**src/rtl/ccff_chain_loader.sv**
```systemverilog
// Serialises a byte-wide bitstream into one ccff scan chain, MSB first,
// with a CRC-16-CCITT integrity check over the shifted bits.
module ccff_chain_loader #(
    parameter int CHAIN_LEN = 36,
    parameter int CNT_W     = 16
) (
    input  logic        prog_clk,
    input  logic        pReset,
    input  logic        start,
    input  logic        abort,
    input  logic [15:0] crc_expected,
    input  logic [7:0]  bs_data,
    input  logic        bs_valid,
    output logic        bs_ready,
    output logic        ccff_head,
    output logic        config_enable,
    output logic        busy,
    output logic        done,
    output logic        crc_ok,
    output logic [15:0] crc_value,
    output logic        aborted
);

    typedef enum logic [1:0] {
        IDLE,
        SHIFT,
        CHECK
    } state_t;

    localparam logic [CNT_W-1:0] LEN = CNT_W'(CHAIN_LEN);

    state_t           state;
    state_t           state_nxt;
    logic [CNT_W-1:0] remaining;
    logic [7:0]       shreg;
    logic [3:0]       buf_cnt;
    logic [15:0]      crc_q;
    logic [15:0]      crc_exp_q;
    logic             start_ok;
    logic             kill;
    logic             emit;
    logic             last_bit;
    logic             take;

    function automatic logic [15:0] crc_step(
        input logic [15:0] c,
        input logic        b
    );
        logic fb;
        fb = c[15] ^ b;
        return {c[14:0], 1'b0} ^ (fb ? 16'h1021 : 16'h0000);
    endfunction

    assign start_ok = (state == IDLE) && start && !abort;
    assign kill     = (state != IDLE) && abort;
    assign emit     = (state == SHIFT) && !abort
                    && (buf_cnt != 4'd0)
                    && (remaining != '0);
    assign last_bit = emit && (remaining == CNT_W'(1));
    assign take     = bs_valid && bs_ready;

    always_ff @(posedge prog_clk or posedge pReset) begin
        if (pReset) begin
            state <= IDLE;
        end else begin
            state <= state_nxt;
        end
    end

    always_comb begin
        state_nxt = state;
        unique case (state)
            IDLE: begin
                if (start_ok) state_nxt = SHIFT;
            end
            SHIFT: begin
                if (abort)         state_nxt = IDLE;
                else if (last_bit) state_nxt = CHECK;
            end
            CHECK: begin
                state_nxt = IDLE;
            end
            default: state_nxt = IDLE;
        endcase
    end

    // Refill only once the buffer is down to its last bit, and never
    // fetch a byte whose bits would all fall beyond the chain end.
    always_comb begin
        busy     = (state != IDLE);
        bs_ready = (state == SHIFT)
                && (buf_cnt <= 4'd1)
                && (remaining > CNT_W'(buf_cnt));
    end

    always_ff @(posedge prog_clk or posedge pReset) begin
        if (pReset) begin
            remaining     <= '0;
            shreg         <= '0;
            buf_cnt       <= '0;
            crc_q         <= 16'hFFFF;
            crc_exp_q     <= '0;
            ccff_head     <= 1'b0;
            config_enable <= 1'b0;
            done          <= 1'b0;
            crc_ok        <= 1'b0;
            aborted       <= 1'b0;
        end else begin
            config_enable <= 1'b0;
            done          <= 1'b0;
            aborted       <= 1'b0;
            if (start_ok) begin
                remaining <= LEN;
                crc_q     <= 16'hFFFF;
                crc_exp_q <= crc_expected;
                crc_ok    <= 1'b0;
                buf_cnt   <= '0;
                shreg     <= '0;
            end else if (kill) begin
                aborted   <= 1'b1;
                remaining <= '0;
                buf_cnt   <= '0;
                shreg     <= '0;
            end else if (state == CHECK) begin
                crc_ok  <= (crc_q == crc_exp_q);
                done    <= 1'b1;
                buf_cnt <= '0;
                shreg   <= '0;
            end else if (state == SHIFT) begin
                if (emit) begin
                    ccff_head     <= shreg[7];
                    config_enable <= 1'b1;
                    remaining     <= remaining - CNT_W'(1);
                    crc_q         <= crc_step(crc_q, shreg[7]);
                end
                if (take) begin
                    shreg   <= bs_data;
                    buf_cnt <= 4'd8;
                end else if (emit) begin
                    shreg   <= {shreg[6:0], 1'b0};
                    buf_cnt <= buf_cnt - 4'd1;
                end
            end
        end
    end

    assign crc_value = crc_q;

endmodule

```
**config.mk**
```make
export PLATFORM = sky130hd
export DESIGN_NAME = ccff_chain_loader
export DESIGN_NICKNAME = d
export VERILOG_FILES = /design/src/rtl/ccff_chain_loader.sv
export SDC_FILE = /design/constraint.sdc
export NUM_CORES = 1
export LEC_CHECK = 0
export BUFFER_PORTS_ARGS = -buffer_cell sky130_fd_sc_hd__buf_4
export CAP_MARGIN = 20
export CELL_PAD_IN_SITES_DETAIL_PLACEMENT = 1
export CELL_PAD_IN_SITES_GLOBAL_PLACEMENT = 1
export CORE_MARGIN = 8
export CORE_UTILIZATION = 49
export CTS_BUF_LIST = sky130_fd_sc_hd__clkbuf_2 sky130_fd_sc_hd__clkbuf_4 sky130_fd_sc_hd__clkbuf_8
export CTS_CLUSTER_DIAMETER = 100
export DETAILED_ROUTE_END_ITERATION = 6
export GPL_ROUTABILITY_DRIVEN = 0
export GPL_TIMING_DRIVEN = 0
export PLACE_DENSITY = 0.92
export SYNTH_ARGS = -nofsm -noshare
export SYNTH_HDL_FRONTEND = slang
export SYNTH_SLANG_ARGS = --single-unit
```
**constraint.sdc**
```tcl
create_clock -name prog_clk -period 5.9 [get_ports prog_clk]
set_input_delay 0.59 -clock prog_clk [delete_from_list [all_inputs] [get_ports prog_clk]]
set_output_delay 0.59 -clock prog_clk [all_outputs]
set_load 0.01 [all_outputs]
```
==> summary.md <==
The flow ran to the end, and the final reports show no timing, DRC or antenna violations. The share of Yosys cell area claimed by the top area cell type came out at 36.6%. The cell with the largest stage delay on the worst path is dfrtp_1. Summed over all failing endpoints, the final setup total negative slack is 0 ns. After synthesis the cells add up to 3480 um^2. At the later pin of the worst-skew pair, clock insertion delay measures 0.35 ns. The run gives 68 as the maximum number of pins on one net before global-route repair. The number of setup buffers added after CTS is 0. The largest total area in the synthesized netlist belongs to dfrtp_1.

The tools report the I/O pin count as 52. In this run, CTS created clock tree buffers numbering 9. By startpoint and endpoint, the worst setup path is classified as flop to output pin. Traced cell by cell, the critical path runs through ha_1 -> and2_1 -> o21ai_0 -> a32o_1 -> a21oi_1 -> buf_4. The die is 100 um tall. The layout overhead on the synthesized area came out at 19.7%. The run gives 51.0% as the initial core utilization. The core region is 6830 um^2. The routed design has 9710 um of wire. The leakage power came out at 1.88 nW. For the critical path required time, the log shows 5.31 ns.

Setup repair after global routing left no endpoint under its margin. The worst IR drop on VDD came out at 0.000320 V. For this run, the top clock speed supported by timing is 401 MHz. In the synthesized netlist, the number of instances is 343. The tools report the remaining max-slew budget at the tightest pin as 44.2%. nand2_1 is the most common cell in the netlist. The min-delay analysis places its worst path in the category input port to async pin. The tools report the total vias in the final route as 2878. The post-cts repair resize count was 0. Each instance of the synthesized netlist takes up on average 10.2 um^2. The signal arrival time at the worst endpoint is 1.90 ns, and the level count of the clock H-tree is 3. Buffers inserted to repair hold after CTS numbered 0.

The met3 track utilization from global routing was 5.40%. Number of synthesized register bits: 67. The count of final hold-check violations came out at 0.

The final clock period utilization by the worst path was 42.2%. The transition time at the pin with the least slew margin came out at 0.838 ns. The wire length per cell after detailed routing came out at 19.1 um. Most used routing layer: met2. The commonest cells after synthesis are 62 x nand2_1, 51 x dfrtp_1, 22 x inv_1, 21 x nor2_1, 19 x xnor2_1. The logs give 2.44 mW for the overall power and 15800 um for the wire length of the first global-routing pass. TritonCTS built the clock tree.

The proportion of synthesized flip-flops having asynchronous set or reset was 100%. In the routed layout, each cell is associated on average with a via count of 5.68. The synthesized netlist contains 50 unique library cells. For met1 alone, demand over resource in global routing was 24.0%. The overflow left after global routing came out at 0.

The initial antenna violation count is 0. After clock tree synthesis, the clock-pin slew on the worst setup and hold paths is 0.08 ns. During synthesis, Yosys emitted a total of 0 warnings.

The run gives 7090 um as the half-perimeter wire length after placement. The worst setup path is launched from a flop. The flip-flop cell with the highest count after synthesis is dfrtp_1. The final critical path time including I/O delays and setup works out to 2.49 ns.

Worst clock skew: 0.0121 ns. The count of buffering cells on the critical path with inverters included is 1. After synthesis, the cell types taking the most area are dfrtp_1 37%, dfstp_2 12%, nand2_1 6.7%. The quantity of I/O buffers inserted on ports works out to 51.

The delay of the slowest cell on the worst path is 0.48 ns, and the ratio of total power to cell area is 584 nW/um^2. The detail route stage leaves a number of antenna-violating nets equal to 0. After the first detailed-routing iteration, the DRC count stood at 111. Setup violations remaining at the end of the flow were counted as 0.

Max-cap violations in this run came to 0. The number of max-slew violations in the final report came out at 0. CTS saw 67 sinks.

The net count after synthesis is 386, and the antenna diode count is 0. The post-route netlist has 25.8% of its cells at a drive strength greater than 1. STA classifies the critical path endpoint as an output pin.

The logs give 3080 for the number of global-route vias before repair and 20.2% for the total track usage. For this run, the share of the core covered by cells in the final layout is 61.0%. The die covers 10100 um^2. For the number of buffers between clock root and the deepest sink, the log shows 2. Buffer cell driving the clock tree root: clkbuf_8. In this run the horizontal extent of the chip is 100 um. The sequential element share of the synthesized area is 48.7%, and the highest fanout seen on the critical path is 5. The run gives 0 as the post-detailed-route DRC marker count. The met2 routing resource usage after global routing came out at 33.3%. The final layout net count came out at 449. For this run, the detailed router's first-pass iteration total came to 4. The floorplan has 30 rows.

Count of flip-flops with a built-in enable after synthesis: 0. The critical path's top delay family is flip-flops.
## flip-flops by register name (all words and copies together) (netlist names), 2 cells and up
signal and count:
state 2, remaining 16, crc_value 16, shreg 8
buf_cnt 4, crc_exp_q 16
## layer usage
layer / wire length (um) / vias to the layer above
met1: 4220 / 1466
li1: - / 1316
met2: 4810 / 75
met5: 0 / -
met4: 254 / 0
met3: 420 / 21
## final cells by class
class	instances	area [um^2]
plain buffers	13	70.1
clock buffers	9	124
clock inverters	7	52.6
fillers	769	2660
inverters	22	85.1
multi-input cells	241	1630
flip-flops and latches	67	1700
well taps	96	120
repair buffers	52	388
## logic make-up (layout without fill, tap and decap cells)
logic type,after synthesis,count (layout),synth area share (%)
AND/OR/NAND/NOR,139,139,21.2
multiplexers,3,3,0.898
buffers and inverters,35,103,4.38
adder cells (fa/ha/maj),14,14,5.03
flip-flops,67,67,48.7
AO/OA/AOI/OAI,53,53,11.8
XOR/XNOR,32,32,8.05
## metrics by stage
stage          hold slack (ns)  area, um^2  setup WS [ns]  std cells
3_5_place_dp             0.498        3990           3.30        490
6_report                 0.392        4170           3.41        507
5_1_grt                  0.410        4170           3.31        507
2_1_floorplan            0.467        3480           3.65        343
4_1_cts                  0.419        4170           3.22        506
3_3_place_gp             0.483        3990           2.79        490
## layout by cell type (no fill, tap or decap), types with 2 or more instances in the layout
| cell type | synthesis | final |
|---|---|---|
| nand2_1 | 62 | 62 |
| buf_4 | 2 | 53 |
| dfrtp_1 | 51 | 51 |
| nor2_1 | 21 | 21 |
| inv_1 | 22 | 21 |
| xnor2_1 | 19 | 19 |
| nand4_1 | 17 | 17 |
| o22a_1 | 16 | 16 |
| dfstp_2 | 16 | 16 |
| ha_1 | 14 | 14 |
| xor2_1 | 13 | 13 |
| a21oi_1 | 11 | 11 |
| clkbuf_8 | 0 | 9 |
| nor3_1 | 7 | 7 |
| o21ai_0 | 7 | 7 |
| o221ai_1 | 7 | 7 |
| buf_2 | 5 | 6 |
| clkbuf_1 | 5 | 5 |
| nand3_1 | 4 | 4 |
| nand4b_1 | 4 | 4 |
| and2_1 | 3 | 3 |
| clkinv_4 | 0 | 3 |
| nor4_2 | 2 | 2 |
| nand2_2 | 2 | 2 |
| nand2b_1 | 2 | 2 |
| nor4_1 | 2 | 2 |
| mux2i_1 | 2 | 2 |
| o22ai_1 | 2 | 2 |
| or3_1 | 2 | 2 |
| clkinv_2 | 0 | 2 |
## path summary, 6_finish.rpt
check	start	cells after the start	end	slack [ns]
min	pReset	2	shreg[0]$_DFFE_PP0P_	0.39
max reg2reg	state[1]$_DFFE_PP0P_	8	crc_value[6]$_DFFE_PP1P_	3.43
max in group asynchronous	pReset	2	buf_cnt[2]$_DFFE_PP0P_	4.94
max	remaining[3]$_DFFE_PP0P_	6	bs_ready	3.41
min reg2reg	crc_exp_q[13]$_DFFE_PP0P_	2	crc_exp_q[13]$_DFFE_PP0P_	0.51
min in group prog_clk	crc_expected[13]	3	crc_exp_q[13]$_DFFE_PP0P_	0.42
## power by group
| group | switching, mW | internal, mW | leakage [nW] | total (mW) |
|---|---|---|---|---|
| logic | 0.677 | 0.534 | 0.947 | 1.21 |
| registers | 0.204 | 0.674 | 0.846 | 0.878 |
| clock network | 0.193 | 0.154 | 0.0896 | 0.347 |
| total | 1.07 | 1.36 | 1.88 | 2.44 |
Note: power is estimated with default switching activity, not from simulation.
